===== src/rtl/sm2201_isa_io_controller.sv =====
// rtl/sm2201_isa_io_controller.sv - ISA 8-bit I/O cycle decoder with wait states and byte-pair packing
module sm2201_isa_io_controller #(
  parameter logic [9:0] BASE_ADDR   = 10'h110,
  parameter int         WAIT_STATES = 2
) (
  input  logic        isa_clk,
  input  logic        isa_reset,
  input  logic [9:0]  isa_addr,
  input  logic        isa_aen,
  input  logic        isa_ior,
  input  logic        isa_iow,
  input  logic [7:0]  isa_data_in,
  output logic [7:0]  isa_data_out,
  output logic        isa_data_oe,
  output logic        isa_chrdy,
  output logic        reg_sel,
  output logic        reg_wr_stb,
  output logic [15:0] reg_wdata,
  output logic        reg_rd_stb,
  input  logic [15:0] reg_rdata,
  output logic        busy
);

  typedef enum logic [2:0] {
    ST_IDLE,
    ST_WAIT,
    ST_ACCESS,
    ST_LATCH,
    ST_HOLD
  } state_t;

  localparam logic [3:0] WAIT_LAST = 4'(WAIT_STATES - 1);

  state_t      state;
  state_t      state_nxt;
  logic        ior_q;
  logic        iow_q;
  logic        ior_qd;
  logic        iow_qd;
  logic [3:0]  wait_cnt;
  logic [1:0]  offset;
  logic        dir_rd;
  logic [7:0]  wr_byte;
  logic [7:0]  hold_data;
  logic [7:0]  hold_cmd;
  logic [15:0] rd_latch;
  logic [7:0]  data_out_r;
  logic [15:0] wdata_r;

  logic        strobe_fall;
  logic        decode_hit;
  logic        cycle_start;
  logic        strobe_released;
  logic [7:0]  hold_lo;
  logic        wr_commit;

  // A start is a falling edge of either sampled strobe, in the window, not DMA, and not both strobes low.
  assign strobe_fall = (ior_qd & ~ior_q) | (iow_qd & ~iow_q);
  assign decode_hit  = ~isa_aen && (isa_addr[9:2] == BASE_ADDR[9:2]) && (ior_q | iow_q);
  assign cycle_start = strobe_fall & decode_hit;

  // Abort looks at the strobe being sampled at this edge, so a release in the last WAIT cycle still aborts.
  assign strobe_released = dir_rd ? isa_ior : isa_iow;

  assign hold_lo   = offset[1] ? hold_cmd : hold_data;
  assign wr_commit = (state == ST_ACCESS) && !dir_rd && offset[0];

  // Strobe synchronisers and FSM state register.
  always_ff @(posedge isa_clk or negedge isa_reset) begin
    if (!isa_reset) begin
      ior_q  <= 1'b1;
      iow_q  <= 1'b1;
      ior_qd <= 1'b1;
      iow_qd <= 1'b1;
      state  <= ST_IDLE;
    end else begin
      ior_q  <= isa_ior;
      iow_q  <= isa_iow;
      ior_qd <= ior_q;
      iow_qd <= iow_q;
      state  <= state_nxt;
    end
  end

  // Next-state decode for the ISA cycle sequence.
  always_comb begin
    state_nxt = state;
    case (state)
      ST_IDLE: begin
        if (cycle_start) begin
          state_nxt = (WAIT_STATES == 0) ? ST_ACCESS : ST_WAIT;
        end
      end
      ST_WAIT: begin
        if (strobe_released) begin
          state_nxt = ST_IDLE;
        end else if (wait_cnt == WAIT_LAST) begin
          state_nxt = ST_ACCESS;
        end
      end
      ST_ACCESS: state_nxt = ST_LATCH;
      ST_LATCH:  state_nxt = ST_HOLD;
      ST_HOLD: begin
        if (ior_q && iow_q) begin
          state_nxt = ST_IDLE;
        end
      end
      default:   state_nxt = ST_IDLE;
    endcase
  end

  // Capture the cycle parameters on start and count wait states.
  always_ff @(posedge isa_clk or negedge isa_reset) begin
    if (!isa_reset) begin
      offset   <= 2'b00;
      dir_rd   <= 1'b0;
      wr_byte  <= 8'h00;
      wait_cnt <= 4'h0;
    end else begin
      if (state == ST_IDLE && cycle_start) begin
        offset <= isa_addr[1:0];
        dir_rd <= ~ior_q;
        if (ior_q) begin
          wr_byte <= isa_data_in;
        end
      end
      if (state == ST_WAIT) begin
        wait_cnt <= wait_cnt + 4'd1;
      end else begin
        wait_cnt <= 4'h0;
      end
    end
  end

  // Write path: low bytes go to the per-register holding byte, high bytes commit the word.
  always_ff @(posedge isa_clk or negedge isa_reset) begin
    if (!isa_reset) begin
      hold_data <= 8'h00;
      hold_cmd  <= 8'h00;
      wdata_r   <= 16'h0000;
    end else if (state == ST_ACCESS && !dir_rd) begin
      if (!offset[0]) begin
        if (offset[1]) begin
          hold_cmd <= wr_byte;
        end else begin
          hold_data <= wr_byte;
        end
      end else begin
        wdata_r <= {wr_byte, hold_lo};
      end
    end
  end

  // Read path: low-byte reads capture the whole word, high-byte reads return the latched upper half.
  always_ff @(posedge isa_clk or negedge isa_reset) begin
    if (!isa_reset) begin
      rd_latch   <= 16'h0000;
      data_out_r <= 8'h00;
    end else if (state == ST_LATCH && dir_rd) begin
      if (!offset[0]) begin
        rd_latch <= reg_rdata;
      end
      data_out_r <= offset[0] ? rd_latch[15:8] : reg_rdata[7:0];
    end
  end

  // The committed word is presented during the strobe cycle and held afterwards.
  assign reg_wdata    = wr_commit ? {wr_byte, hold_lo} : wdata_r;
  assign reg_wr_stb   = wr_commit;
  assign reg_rd_stb   = (state == ST_ACCESS) && dir_rd && !offset[0];
  assign reg_sel      = ((state == ST_ACCESS) || (state == ST_LATCH)) ? offset[1] : 1'b0;
  assign isa_chrdy    = !((state == ST_WAIT) || (state == ST_ACCESS) || (state == ST_LATCH));
  assign isa_data_oe  = (state == ST_HOLD) && dir_rd;
  assign isa_data_out = data_out_r;
  assign busy         = (state != ST_IDLE);

endmodule


===== config.mk =====
export PLATFORM = sky130hd
export DESIGN_NAME = sm2201_isa_io_controller
export DESIGN_NICKNAME = d
export VERILOG_FILES = /design/src/rtl/sm2201_isa_io_controller.sv
export SDC_FILE = /design/constraint.sdc
export NUM_CORES = 1
export LEC_CHECK = 0
export ABC_AREA = 1
export BUFFER_PORTS_ARGS = -buffer_cell sky130_fd_sc_hd__buf_2
export CORE_ASPECT_RATIO = 1.2
export CORE_MARGIN = 1.5
export CORE_UTILIZATION = 45
export CTS_CLUSTER_SIZE = 30
export DETAILED_ROUTE_END_ITERATION = 10
export GPL_TIMING_DRIVEN = 0
export PLACE_DENSITY = 0.72
export SETUP_SLACK_MARGIN = 0.15
export SLEW_MARGIN = 20
export SYNTH_ARGS = -nofsm -noshare
export SYNTH_HDL_FRONTEND = slang
export SYNTH_SLANG_ARGS = --single-unit

===== constraint.sdc =====
create_clock -name isa_clk -period 1.65 [get_ports isa_clk]
set_clock_uncertainty 0.15 [all_clocks]
set_input_delay 0.495 -clock isa_clk [delete_from_list [all_inputs] [get_ports isa_clk]]
set_output_delay 0.495 -clock isa_clk [all_outputs]
set_load 0.01 [all_outputs]

Word level (Yosys, flattened, before mapping)
Index checks and enable logic that the tools add are counted.
{"block": "totals", "in_bits": 39, "word_cells": 69, "output_inout_bits": 30, "register_bits": 78}
{"block": "classes", "n_reduce_logical": 24, "bitwise": 10, "n_addsub": 1, "eq_ne": 9, "mux": 11}
{"operator": "2-to-1 mux 16 bit", "n": 1}
{"operator": "2-to-1 mux 8 bit", "n": 2}
{"operator": "one-hot mux 3 bit (5 select lines)", "n": 1}
{"operator": "2-to-1 mux 3 bit", "n": 4}
{"operator": "logical AND 1 bit", "n": 10}
{"operator": "AND reduction 3 bit", "n": 3}
{"operator": "equality test 8 x 7 -> 1 bit, second input constant", "n": 1}
{"operator": "equality test 3 x 2 -> 1 bit, second input constant", "n": 2}
{"operator": "AND reduction 2 bit", "n": 3}
{"operator": "NOT 1 bit", "n": 5}
{"operator": "adder 4 x 1 -> 4 bit, second input constant", "n": 1}
{"operator": "equality test 4 x 1 -> 1 bit, second input constant", "n": 1}
{"operator": "2-to-1 mux 4 bit", "n": 1}
{"operator": "inequality test 2 bit, second input constant", "n": 2}
{"operator": "AND 1 bit", "n": 3}
{"operator": "equality test 3 x 1 -> 1 bit, second input constant", "n": 1}
{"operator": "equality test 3 bit, second input constant", "n": 1}
{"operator": "logical NOT 1 bit", "n": 3}
{"operator": "logical NOT 3 bit", "n": 1}
{"operator": "logical OR 1 bit", "n": 3}
{"operator": "inequality test 3 bit, second input constant", "n": 1}
{"operator": "nonzero test 3 bit", "n": 1}
{"operator": "2-to-1 mux 1 bit", "n": 2}
{"operator": "OR 1 bit", "n": 2}

Longest topological paths before layout
{"block": "logic_depth", "depth_word": 6, "depth_mapped": 9}

Worst setup path after synthesis
Ideal clock, no wire load.
{"block": "synth_timing", "kind": "register -> output", "start": "register state[0]", "end": "output port reg_wdata[13]", "arrival_time_ns": 1.226, "path_buffers": 2, "required_ns": 1.005, "path_stages_with_launch": 8, "path_slack_ns": -0.221, "cell_sequence": "dfrtp_1 -> clkbuf_2 -> inv_1 -> nand2_4 -> nor2_8 -> nand2_4 -> buf_6 -> o21ai_1"}
{"block": "synth_via", "elab_chain_cells": 4}
{"item": "from (decl)", "line_no": "34", "rtl": "state_t state;"}
{"item": "from (signal assigned)", "line_no": "81", "rtl": "state <= state_nxt;"}
{"item": "equality test 3 x 2 -> 1 bit", "line_no": "66", "rtl": "assign wr_commit = (state == ST_ACCESS) && !dir_rd && offset[0];"}
{"item": "logical AND 1 bit (2 in a row)", "line_no": "66"}
{"item": "2-to-1 mux 16 bit", "line_no": "168", "rtl": "assign reg_wdata = wr_commit ? {wr_byte, hold_lo} : wdata_r;"}
{"item": "to (decl)", "line_no": "18", "rtl": "output logic [15:0] reg_wdata,"}
No other way between the ends.

Worst setup path after layout
{"block": "layout_timing", "start": "register state[2]", "end": "output port reg_wdata[7]"}
Same word-level chain as after synthesis.

==> results.ini <==
[sta]
maxSlewViolCount = 0
finalHoldViolations = 0
finalWorstSetupSlack_ns = -0.710
period_share = 1.43
slew_headroom = 0.695
rsz0062_at_grt = yes
setup_viol = 41
max_freq_ghz = 0.424
finalCriticalPeriod_ns = 2.36
worst_pin_slew_ns = 0.458
holdWs_ns = 0.114

[drt]
drtAntennaViolNets = 0
vias = 3023
vias_per_cell = 5.08
wl_um = 9250
dr.pass1.iters = 4
drc = 0
wl_per_cell_um = 15.5
first_iter_violations = 217

[cells_and_area]
stdcell_count = 595
antenna_cells = 0
multi_input_area_mm2 = 0.00168
fill_cells = 440
final_cell_mix = nand2_1 (90), dfrtp_1 (63), buf_2 (51)
layout_commonest_cell = nand2_1
fin_util = 0.746
synthToLayoutAreaGrowth_pct = 58.2
layout.nets = 544
drive_gt1_frac = 0.545
regArea_mm2 = 0.00176

[worst_setup_path]
ff2ff_path_depth = 9
path_cells = nor2_4 > nand2_4 > nor2_8 > nand2_8 > buf_8 > nand2_1 > nand2_4 > buf_6
critPathTopFamily = simple AND/OR/NAND/NOR gates
crit_type = flip-flop to output port
reg2reg_from = state[2]$_DFFE_PN0P_
ff2ff_setup_slack_ns = -0.07
worstPathMaxFanout = 10
cp.buffers_inverters = 2
worst_path_max_delay_cell = dfrtp_2
r2r-end = hold_data[4]$_DFFE_PN0P_
required_ns = 1.00
arrival_ns = 1.72
path_common_cell = nand2_4
endpoint_kind = output port
critPathMaxStageDelay_ns = 0.44
start_kind = flip-flop

[placement]
globalplace.congestion = 0.797
numPlacedInstances = 522
port_buffers = 68
dp_hpwl_um = 5180

[yosys]
synth_async_sr_flop_share = 1.00
seq_area_frac_synth = 0.537
synthFlopType = dfrtp_1
synth_fp_nets = 407
syn_inst = 366
avgSynthCellArea_um2 = 8.94
synth_cell_type_count = 31
synth-edff-count = 0
syn_area_mm2 = 0.00327
ys.warnings.count = 0
ys_ff_latch = 70

[global_routing]
grt_usage = 0.232
grt_max_degree = 38
grt_pass1_vias = 2923
antenna_found_initial = 0
grt_pass1_wl_um = 13500
grt_overflow = 0

[run_status]
status = complete, but fails checks
violations = setup timing

[clocking]
clockBufferDepth = 2
cts.sink_count = 70
htreeDepth = 3
clock_latency_ns = 0.34
clk_pin_slew_ns = 0.07
cts_made_buffers = 9
cts-root-buf = clkbuf_8
cts_tree = yes

[hold_path]
holdPathEnd = iow_q$_DFF_PN1_
whs_path_depth = 1
hold_start = isa_iow
hold_class = input port to flip-flop

[pwr]
p_leak_nw = 2.63
peakVddDrop_mv = 0.880
power.density_mw_per_mm2 = 1020

[floorplan]
rows = 33
die_area_mm2 = 0.00780
core_area_mm2 = 0.00694
ios = 69
die_h_um = 96.4
die_width_um = 80.9
start_util = 0.472

[job]
max_cap_viol_count = 0

## worst reg2reg max path, cell delays in order, from the launching register on
cell	delay, ns
dfrtp_2	0.44
nor2_4	0.16
nand2_4	0.09
nor2_8	0.13
buf_4	0.12
buf_4	0.12
nand3_4	0.11
buf_6	0.18
nand2_1	0.07
o21ai_2	0.05
## per-stage QoR
| step | instance area (µm²) | power (W) | worst slack, ns | TNS [ns] |
|---|---|---|---|---|
| 6_report | 5180 | 0.00526 | -0.710 | -14.25 |
| 5_1_grt | 5180 | 0.00552 | -0.755 | -15.90 |
| 4_1_cts | 4700 | 0.00492 | -0.651 | -12.26 |
| 3_5_place_dp | 3790 | 0.00303 | -0.443 | -8.07 |
| 3_3_place_gp | 3770 | 0.00298 | -0.427 | -35.65 |
| 2_1_floorplan | 3320 | 0.00266 | -0.174 | -2.69 |
## flip-flops by register name, summed over array words and instances, names as in the netlist
signal and cells:
wdata_r 16, hold_cmd 8, hold_data 8, isa_data_out 8, rd_latch 8, wr_byte 8
wait_cnt 4, state 3, offset 2, dir_rd 1, ior_q 1, ior_qd 1
iow_q 1, iow_qd 1
## cells by family (layout without fill, tap and decap cells)
kind of cell / after synthesis / in the layout / share of synthesized area
adders and majority gates: 2 / 2 / 0.00764
buffers and inverters: 45 / 186 / 0.0703
and+or+nand+nor: 205 / 206 / 0.284
xor gates and xnor gates: 2 / 2 / 0.00535
AOI/OAI and AO/OA: 42 / 42 / 0.0963
DFF: 70 / 70 / 0.537
## timing repair
action,CTS,global route
pin swaps,30,26
gates cloned,6,1
endpoints found under the hold margin,29,0
hold buffers,1,0
gates resized for setup,83,88
buffers inserted,29,20
endpoints found under the setup margin,85,87
## cell type report
type | count | area share
Multi-Input combinational cell | 252 | 0.324
Tap cell | 87 | 0.0210
Sequential cell | 70 | 0.340
Inverter | 32 | 0.0304
Timing Repair inverter | 1 | 0.00314
Clock buffer | 13 | 0.0326
Timing Repair Buffer | 124 | 0.203
Buffer | 13 | 0.0329
Clock inverter | 3 | 0.0126
## per-layer routing
metal | up-vias | part of all wire | global-route usage | wire length [µm]
met5 | - | 0 | 0 | 0
met4 | 0 | 0.031 | 0.109 | 289
met3 | 26 | 0.031 | 0.0376 | 290
met2 | 83 | 0.57 | 0.437 | 5240
met1 | 1471 | 0.37 | 0.250 | 3430
li1 | 1443 | - | - | -
## cell usage after synthesis, types with 2 or more instances
library cell	count	area share
nor2_1	18	0.021
dfrtp_1	66	0.50
nand3_1	14	0.021
o21ai_1	2	0.0031
o21ai_0	9	0.014
nor3_1	2	0.0031
inv_1	28	0.032
nand3_4	2	0.011
clkinv_1	2	0.0023
nand2_4	2	0.0069
o21ai_2	22	0.059
dfstp_2	4	0.032
or2_2	8	0.015
ha_1	2	0.0076
inv_2	2	0.0023
buf_2	4	0.0061
nand2_1	143	0.16
nor2_8	2	0.012
o211ai_1	8	0.018
nand2_2	3	0.0057
buf_6	6	0.021
nand4_1	8	0.015
## where the power goes
| group | switching [W] | internal (W) |
|---|---|---|
| sequential | 0.000144 | 0.00195 |
| combinational | 0.000852 | 0.000707 |
| clock | 0.000630 | 0.000974 |
| total | 0.00163 | 0.00363 |
## worst max-delay path by stage
stage                               startpoint                          end  slack (ns)  cells past startpoint
after floorplan           state[2]$_DFFE_PN0P_                reg_wdata[10]       -0.17                      6
after global placement               isa_reset  isa_data_out[1]$_DFFE_PN0N_       -0.43                      1
after detailed placement  state[1]$_DFFE_PN0P_                reg_wdata[14]       -0.44                      9
after CTS                 state[1]$_DFFE_PN0P_                reg_wdata[13]       -0.65                      8
after global routing      state[1]$_DFFE_PN0P_                 reg_wdata[7]       -0.75                      9
final                     state[2]$_DFFE_PN0P_                 reg_wdata[7]       -0.71                      8
Power figures use the tool's default switching activity.
